===== config.mk =====
export PLATFORM = sky130hd
export DESIGN_NAME = nete_rx_pkt_reader
export DESIGN_NICKNAME = d
export VERILOG_FILES = /design/src/rtl/nete_rx_pkt_reader.sv
export SDC_FILE = /design/constraint.sdc
export NUM_CORES = 1
export LEC_CHECK = 0
export BUFFER_PORTS_ARGS = -buffer_cell sky130_fd_sc_hd__buf_4
export CAP_MARGIN = 40
export CORE_MARGIN = 2
export CORE_UTILIZATION = 45
export DETAILED_ROUTE_END_ITERATION = 16
export PLACE_DENSITY = 0.69
export SYNTH_ARGS = -nofsm -noshare
export SYNTH_HDL_FRONTEND = slang
export SYNTH_SLANG_ARGS = --single-unit

===== constraint.sdc =====
create_clock -name clk -period 25.4 [get_ports clk]
set_clock_uncertainty 0.1 [all_clocks]
set_input_delay 5.08 -clock clk [delete_from_list [all_inputs] [get_ports clk]]
set_output_delay 5.08 -clock clk [all_outputs]
set_load 0.05 [all_outputs]

===== src/rtl/nete_rx_pkt_reader.sv =====
// nete_rx_pkt_reader: drains the IPCS descriptor FIFO and the 256-bit packet
// data FIFO, framing good packets onto a sop/eop stream and silently
// discarding bad or oversize ones so both FIFOs stay aligned.
//
// state | meaning
// IDLE  | waiting for a descriptor; read strobe issued when one is present
// HDR   | descriptor word valid; decode byte count and flags
// DATA  | reading data words into the skid buffer and streaming them out
// DROP  | reading and discarding the data words of a rejected packet
module nete_rx_pkt_reader #(
  parameter int MAX_BCNT = 9600,
  parameter int CNT_W    = 16
) (
  input  logic             clk,
  input  logic             rst,
  input  logic [63:0]      ipcs_data,
  input  logic             ipcs_empty,
  output logic             ipcs_rden,
  input  logic [255:0]     pkt_data,
  input  logic             pkt_empty,
  output logic             pkt_rden,
  output logic [255:0]     m_data,
  output logic             m_valid,
  output logic             m_sop,
  output logic             m_eop,
  output logic [5:0]       m_bytes,
  input  logic             m_ready,
  output logic [CNT_W-1:0] pkt_cnt,
  output logic [CNT_W-1:0] drop_cnt,
  output logic             busy
);

  typedef enum logic [1:0] {IDLE, HDR, DATA, DROP} state_t;

  state_t       state, state_nx;
  logic [11:0]  words_q;
  logic [5:0]   last_bytes_q;
  logic [11:0]  issued;
  logic [11:0]  out_idx;
  logic [255:0] mem [2];
  logic         wr_ptr, rd_ptr;
  logic [1:0]   occ;
  logic         infl;

  logic [15:0]  hdr_bcnt;
  logic         hdr_bad, hdr_over;
  logic [16:0]  hdr_sum;
  logic [11:0]  hdr_words;
  logic [5:0]   hdr_last;
  logic         xfer, head_last, rd_data, rd_drop;
  logic [2:0]   pend;
  logic         ipcs_rd, pkt_done, drop_done;
  logic         unused_desc;

  assign hdr_bcnt    = ipcs_data[15:0];
  assign hdr_bad     = ipcs_data[16];
  assign unused_desc = ^ipcs_data[63:17];
  assign hdr_over    = 32'(hdr_bcnt) > 32'(MAX_BCNT);
  assign hdr_sum     = {1'b0, hdr_bcnt} + 17'd31;
  assign hdr_words   = hdr_sum[16:5];
  assign hdr_last    = (hdr_bcnt[4:0] == 5'd0) ? 6'd32 : {1'b0, hdr_bcnt[4:0]};

  assign m_valid   = (state == DATA) && (occ != 2'd0);
  assign xfer      = m_valid && m_ready;
  assign head_last = (out_idx == words_q - 12'd1);
  assign m_data    = mem[rd_ptr];
  assign m_sop     = m_valid && (out_idx == 12'd0);
  assign m_eop     = m_valid && head_last;
  assign m_bytes   = !m_valid ? 6'd0 : (head_last ? last_bytes_q : 6'd32);

  // A word popped this cycle frees its slot, so the read credit counts it;
  // this is what lets the stream sustain one word per cycle.
  assign pend      = {1'b0, occ} + {2'b00, infl} - {2'b00, xfer};
  assign rd_data   = (state == DATA) && (issued < words_q) && !pkt_empty && (pend < 3'd2);
  assign rd_drop   = (state == DROP) && (issued < words_q) && !pkt_empty;
  assign pkt_rden  = rd_data | rd_drop;
  assign ipcs_rden = ipcs_rd & ~rst;
  assign busy      = (state != IDLE);

  // Next-state decode and descriptor/packet completion strobes.
  always_comb begin
    state_nx  = state;
    ipcs_rd   = 1'b0;
    pkt_done  = 1'b0;
    drop_done = 1'b0;
    case (state)
      IDLE: begin
        if (!ipcs_empty) begin
          ipcs_rd  = 1'b1;
          state_nx = HDR;
        end
      end
      HDR: begin
        if (hdr_bcnt == 16'd0) begin
          drop_done = 1'b1;
          state_nx  = IDLE;
        end else if (hdr_bad || hdr_over) begin
          state_nx = DROP;
        end else begin
          state_nx = DATA;
        end
      end
      DATA: begin
        if (xfer && head_last) begin
          pkt_done = 1'b1;
          if (!ipcs_empty) begin
            ipcs_rd  = 1'b1;
            state_nx = HDR;
          end else begin
            state_nx = IDLE;
          end
        end
      end
      DROP: begin
        if (rd_drop && (issued + 12'd1 == words_q)) begin
          drop_done = 1'b1;
          state_nx  = IDLE;
        end
      end
      default: state_nx = IDLE;
    endcase
  end

  // State, per-packet bookkeeping, skid buffer and statistics counters.
  always_ff @(posedge clk or posedge rst) begin
    if (rst) begin
      state        <= IDLE;
      words_q      <= '0;
      last_bytes_q <= '0;
      issued       <= '0;
      out_idx      <= '0;
      mem[0]       <= '0;
      mem[1]       <= '0;
      wr_ptr       <= 1'b0;
      rd_ptr       <= 1'b0;
      occ          <= '0;
      infl         <= 1'b0;
      pkt_cnt      <= '0;
      drop_cnt     <= '0;
    end else begin
      state <= state_nx;
      infl  <= rd_data;
      if (state == HDR) begin
        words_q      <= hdr_words;
        last_bytes_q <= hdr_last;
        issued       <= '0;
        out_idx      <= '0;
        occ          <= '0;
        wr_ptr       <= 1'b0;
        rd_ptr       <= 1'b0;
      end else begin
        if (pkt_rden) issued <= issued + 12'd1;
        if (infl) begin
          mem[wr_ptr] <= pkt_data;
          wr_ptr      <= ~wr_ptr;
        end
        if (xfer) begin
          rd_ptr  <= ~rd_ptr;
          out_idx <= out_idx + 12'd1;
        end
        occ <= occ + {1'b0, infl} - {1'b0, xfer};
      end
      if (pkt_done)  pkt_cnt  <= pkt_cnt + 1'b1;
      if (drop_done) drop_cnt <= drop_cnt + 1'b1;
    end
  end

endmodule


==> flow_summary.json <==
{
  "status": "completed",
  "cts-root-buf": "clkbuf_16",
  "cp.arrival_ns": 7.08,
  "synth-seq-cells": 593,
  "ctsHoldBuffers": 0,
  "endpoint_kind": "output port",
  "syn_avg_cell_area_um2": 13.97,
  "drcViolationCount": 0,
  "drt-pass1-iter-count": 4,
  "io_buffers": 577,
  "drt-vias-per-instance": 5.230,
  "cts_setup_buffers": 0,
  "fin_nets": 2826,
  "yosys.cell_types.count": 62,
  "fmax_ghz": 0.08154,
  "ant_nets": 0,
  "h-tree-depth": 3,
  "drive_above_1_share": 0.5932,
  "antenna_found_initial": 7,
  "grt_pass1_wl_mm": 102.7,
  "syn-cell-area_mm2": 0.02681,
  "synth_edf_count": 0,
  "synth_flop_cell": "dfrtp_1",
  "syn_nets": 2265,
  "dp_cells": 3185,
  "cp_slowest_cell": "fa_1",
  "tightest_slew_ns": 1.104,
  "cts.path.max_buffers": 3,
  "critPathMaxStageDelay_ns": 0.38,
  "relSlewSlack": 0.2641,
  "fp.dieW_um": 248.1,
  "powerDensity_mw_per_mm2": 156.4,
  "die_area_mm2": 0.06155,
  "core_area_mm2": 0.05891,
  "globalplace.congestion": 0.8194,
  "rows": 89,
  "dp_slack_ns": 13.12,
  "ys_seq_area_frac": 0.5535,
  "fin_ws_ns": 13.14,
  "grt_usage": 0.2142,
  "netlist_instances": 1919,
  "wl_per_cell_um": 20.36,
  "finalMaxSlewViolations": 0,
  "path_clk_slew_ns": 0.05,
  "synth_warnings": 0,
  "numCtsBuffers": 66,
  "clock_sinks": 593,
  "required_ns": 20.22,
  "setup_tns_ns": 0,
  "cts_resized": 0,
  "cts_tree": "done",
  "ir_drop_mv": 0.1181,
  "worstPathMaxFanout": 8,
  "cap_violations": 0,
  "via_count": 17270,
  "min_period_over_period": 0.4828,
  "finalNonFillerCells": 3302,
  "finalInstanceArea_mm2": 0.03422,
  "hold_violations": 0,
  "cp-start-kind": "primary input",
  "grt_overflow": 0,
  "die_h_um": 248.1,
  "hpwlAfterDp_mm": 47.78,
  "grt_max_degree": 187,
  "first_global_vias": 18550,
  "io-pin-count": 625,
  "place_area_mm2": 0.03212,
  "layout_min_cycle_time_ns": 12.26,
  "area_growth_pct": 27.64,
  "async_reset_ff_frac": 1.000,
  "setup_viol": 0,
  "drt-total-wl_mm": 67.21,
  "path_cells": "buf_4 -> and2_2 -> ha_1 -> inv_1 -> ha_1 -> fa_1 -> xnor2_1 -> nor2_1 -> o21ai_1 -> inv_1 -> buf_4",
  "leakage_nw": 15.60,
  "dr.first_iter.drc_count": 665,
  "hold_class": "reg2reg",
  "grt_setup_unrepaired": "false",
  "floorplan.initialDensity": 0.4551,
  "critPathKind": "in2out",
  "clkLatencyLatePin_ns": 0.58
}
[flip-flops by register name (all words and copies together), names as in the netlist, 6 cells and up]
name	flops
pkt_cnt	16
words_q	12
issued	12
out_idx	12
last_bytes_q	6
mem	512
drop_cnt	16
[per-layer routing]
| layer | vias up | global-route usage | wire (um) |
|---|---|---|---|
| met5 | - | 0 | 23 |
| met4 | 4 | 0.08526 | 2230 |
| met3 | 122 | 0.07865 | 6038 |
| met2 | 472 | 0.3619 | 33450 |
| met1 | 8712 | 0.2469 | 25470 |
| li1 | 7959 | - | - |
[placed cells by master, fill, tap and decap left out, types with 3 or more instances in the layout]
cell type / instances
a21oi_1: 14
and2_1: 11
and3_1: 16
and4_1: 3
buf_12: 3
buf_16: 8
buf_4: 591
clkbuf_1: 9
clkbuf_16: 67
clkbuf_8: 11
clkinv_2: 13
clkinv_8: 4
dfrtp_1: 592
diode_2: 7
ha_1: 20
inv_1: 33
inv_6: 4
mux2_2: 770
nand2_1: 60
nand3_1: 20
nand4_1: 22
nor2_1: 46
nor2b_1: 4
nor3_1: 12
nor4_1: 10
o211ai_1: 6
o21ai_0: 23
or3_1: 7
xnor2_1: 60
xor2_1: 25
[synthesized netlist by cell type, types with 4 or more instances]
cell type	count	area, um2
nor2b_1	4	25.02
and3_1	16	100.1
clkbuf_1	104	390.4
ha_1	20	250.2
a21oi_1	14	70.07
xnor2_1	60	525.5
dfrtp_1	593	14840
nand4_1	22	137.6
o21ai_0	23	115.1
mux2_2	770	8671
nor3_1	13	65.06
xor2_1	25	219.0
nor2_1	47	176.4
nor4_1	10	62.56
nand2_1	60	225.2
buf_2	4	20.02
and2_1	11	68.82
o211ai_1	6	45.04
nand3_1	21	105.1
or3_1	7	43.79
inv_1	34	127.6
[critical path: cells and delay by family]
family / cells / cell delay (ns)
compound gates: 1 / 0.20
xor+xnor: 1 / 0.16
fa+ha+maj: 3 / 0.87
buf+inv: 4 / 0.45
simple gates: 2 / 0.31
[stage by stage]
stage	power, mW	util	hold slack [ns]
final	5.351	0.5809	0.3700
after floorplan	3.653	-	0.3374
after global routing	5.618	0.5808	0.3854
after CTS	5.413	0.5806	0.3724
after detailed placement	4.470	0.5452	0.3585
after global placement	4.374	0.5407	0.3545
[logic make-up after synthesis]
group / Yosys count / synth area share
AND/OR/NAND/NOR: 237 / 0.04732
multiplexers: 771 / 0.3238
buffers and inverters: 144 / 0.02063
XOR/XNOR: 85 / 0.02777
AO/OA/AOI/OAI: 68 / 0.01694
flip-flops: 593 / 0.5535
adder cells (fa/ha/maj): 21 / 0.01008
[worst paths after layout]
check                                     start         endpoint  slack [ns]  depth (start not counted)
worst max-delay path                    m_ready         pkt_rden       13.14                         11
worst min-delay path            last_bytes_q[1]  last_bytes_q[1]        0.37                          2
worst max register to register         state[0]       issued[10]       21.69                         15
worst min register to register  last_bytes_q[1]  last_bytes_q[1]        0.37                          2
max in group asynchronous                   rst         mem[320]       18.55                          5
min in group asynchronous                   rst      drop_cnt[1]        4.53                          2
[power breakdown]
part           total (mW)  switching (mW)  internal (mW)
Sequential           1.60           0.233           1.37
Combinational        2.83            1.72           1.11
Clock               0.917           0.379          0.538
[area by class of cell]
type | count | area, um2
fillers | 4707 | 24690
repair buffers | 603 | 4732
inverters | 34 | 135.1
flip-flops and latches | 593 | 14840
multi-input cells | 1182 | 11440
clock buffers | 87 | 1862
clock inverters | 23 | 225.2
well taps | 773 | 967.2
diodes | 7 | 17.52
Note: power is estimated with default switching activity, not from simulation.
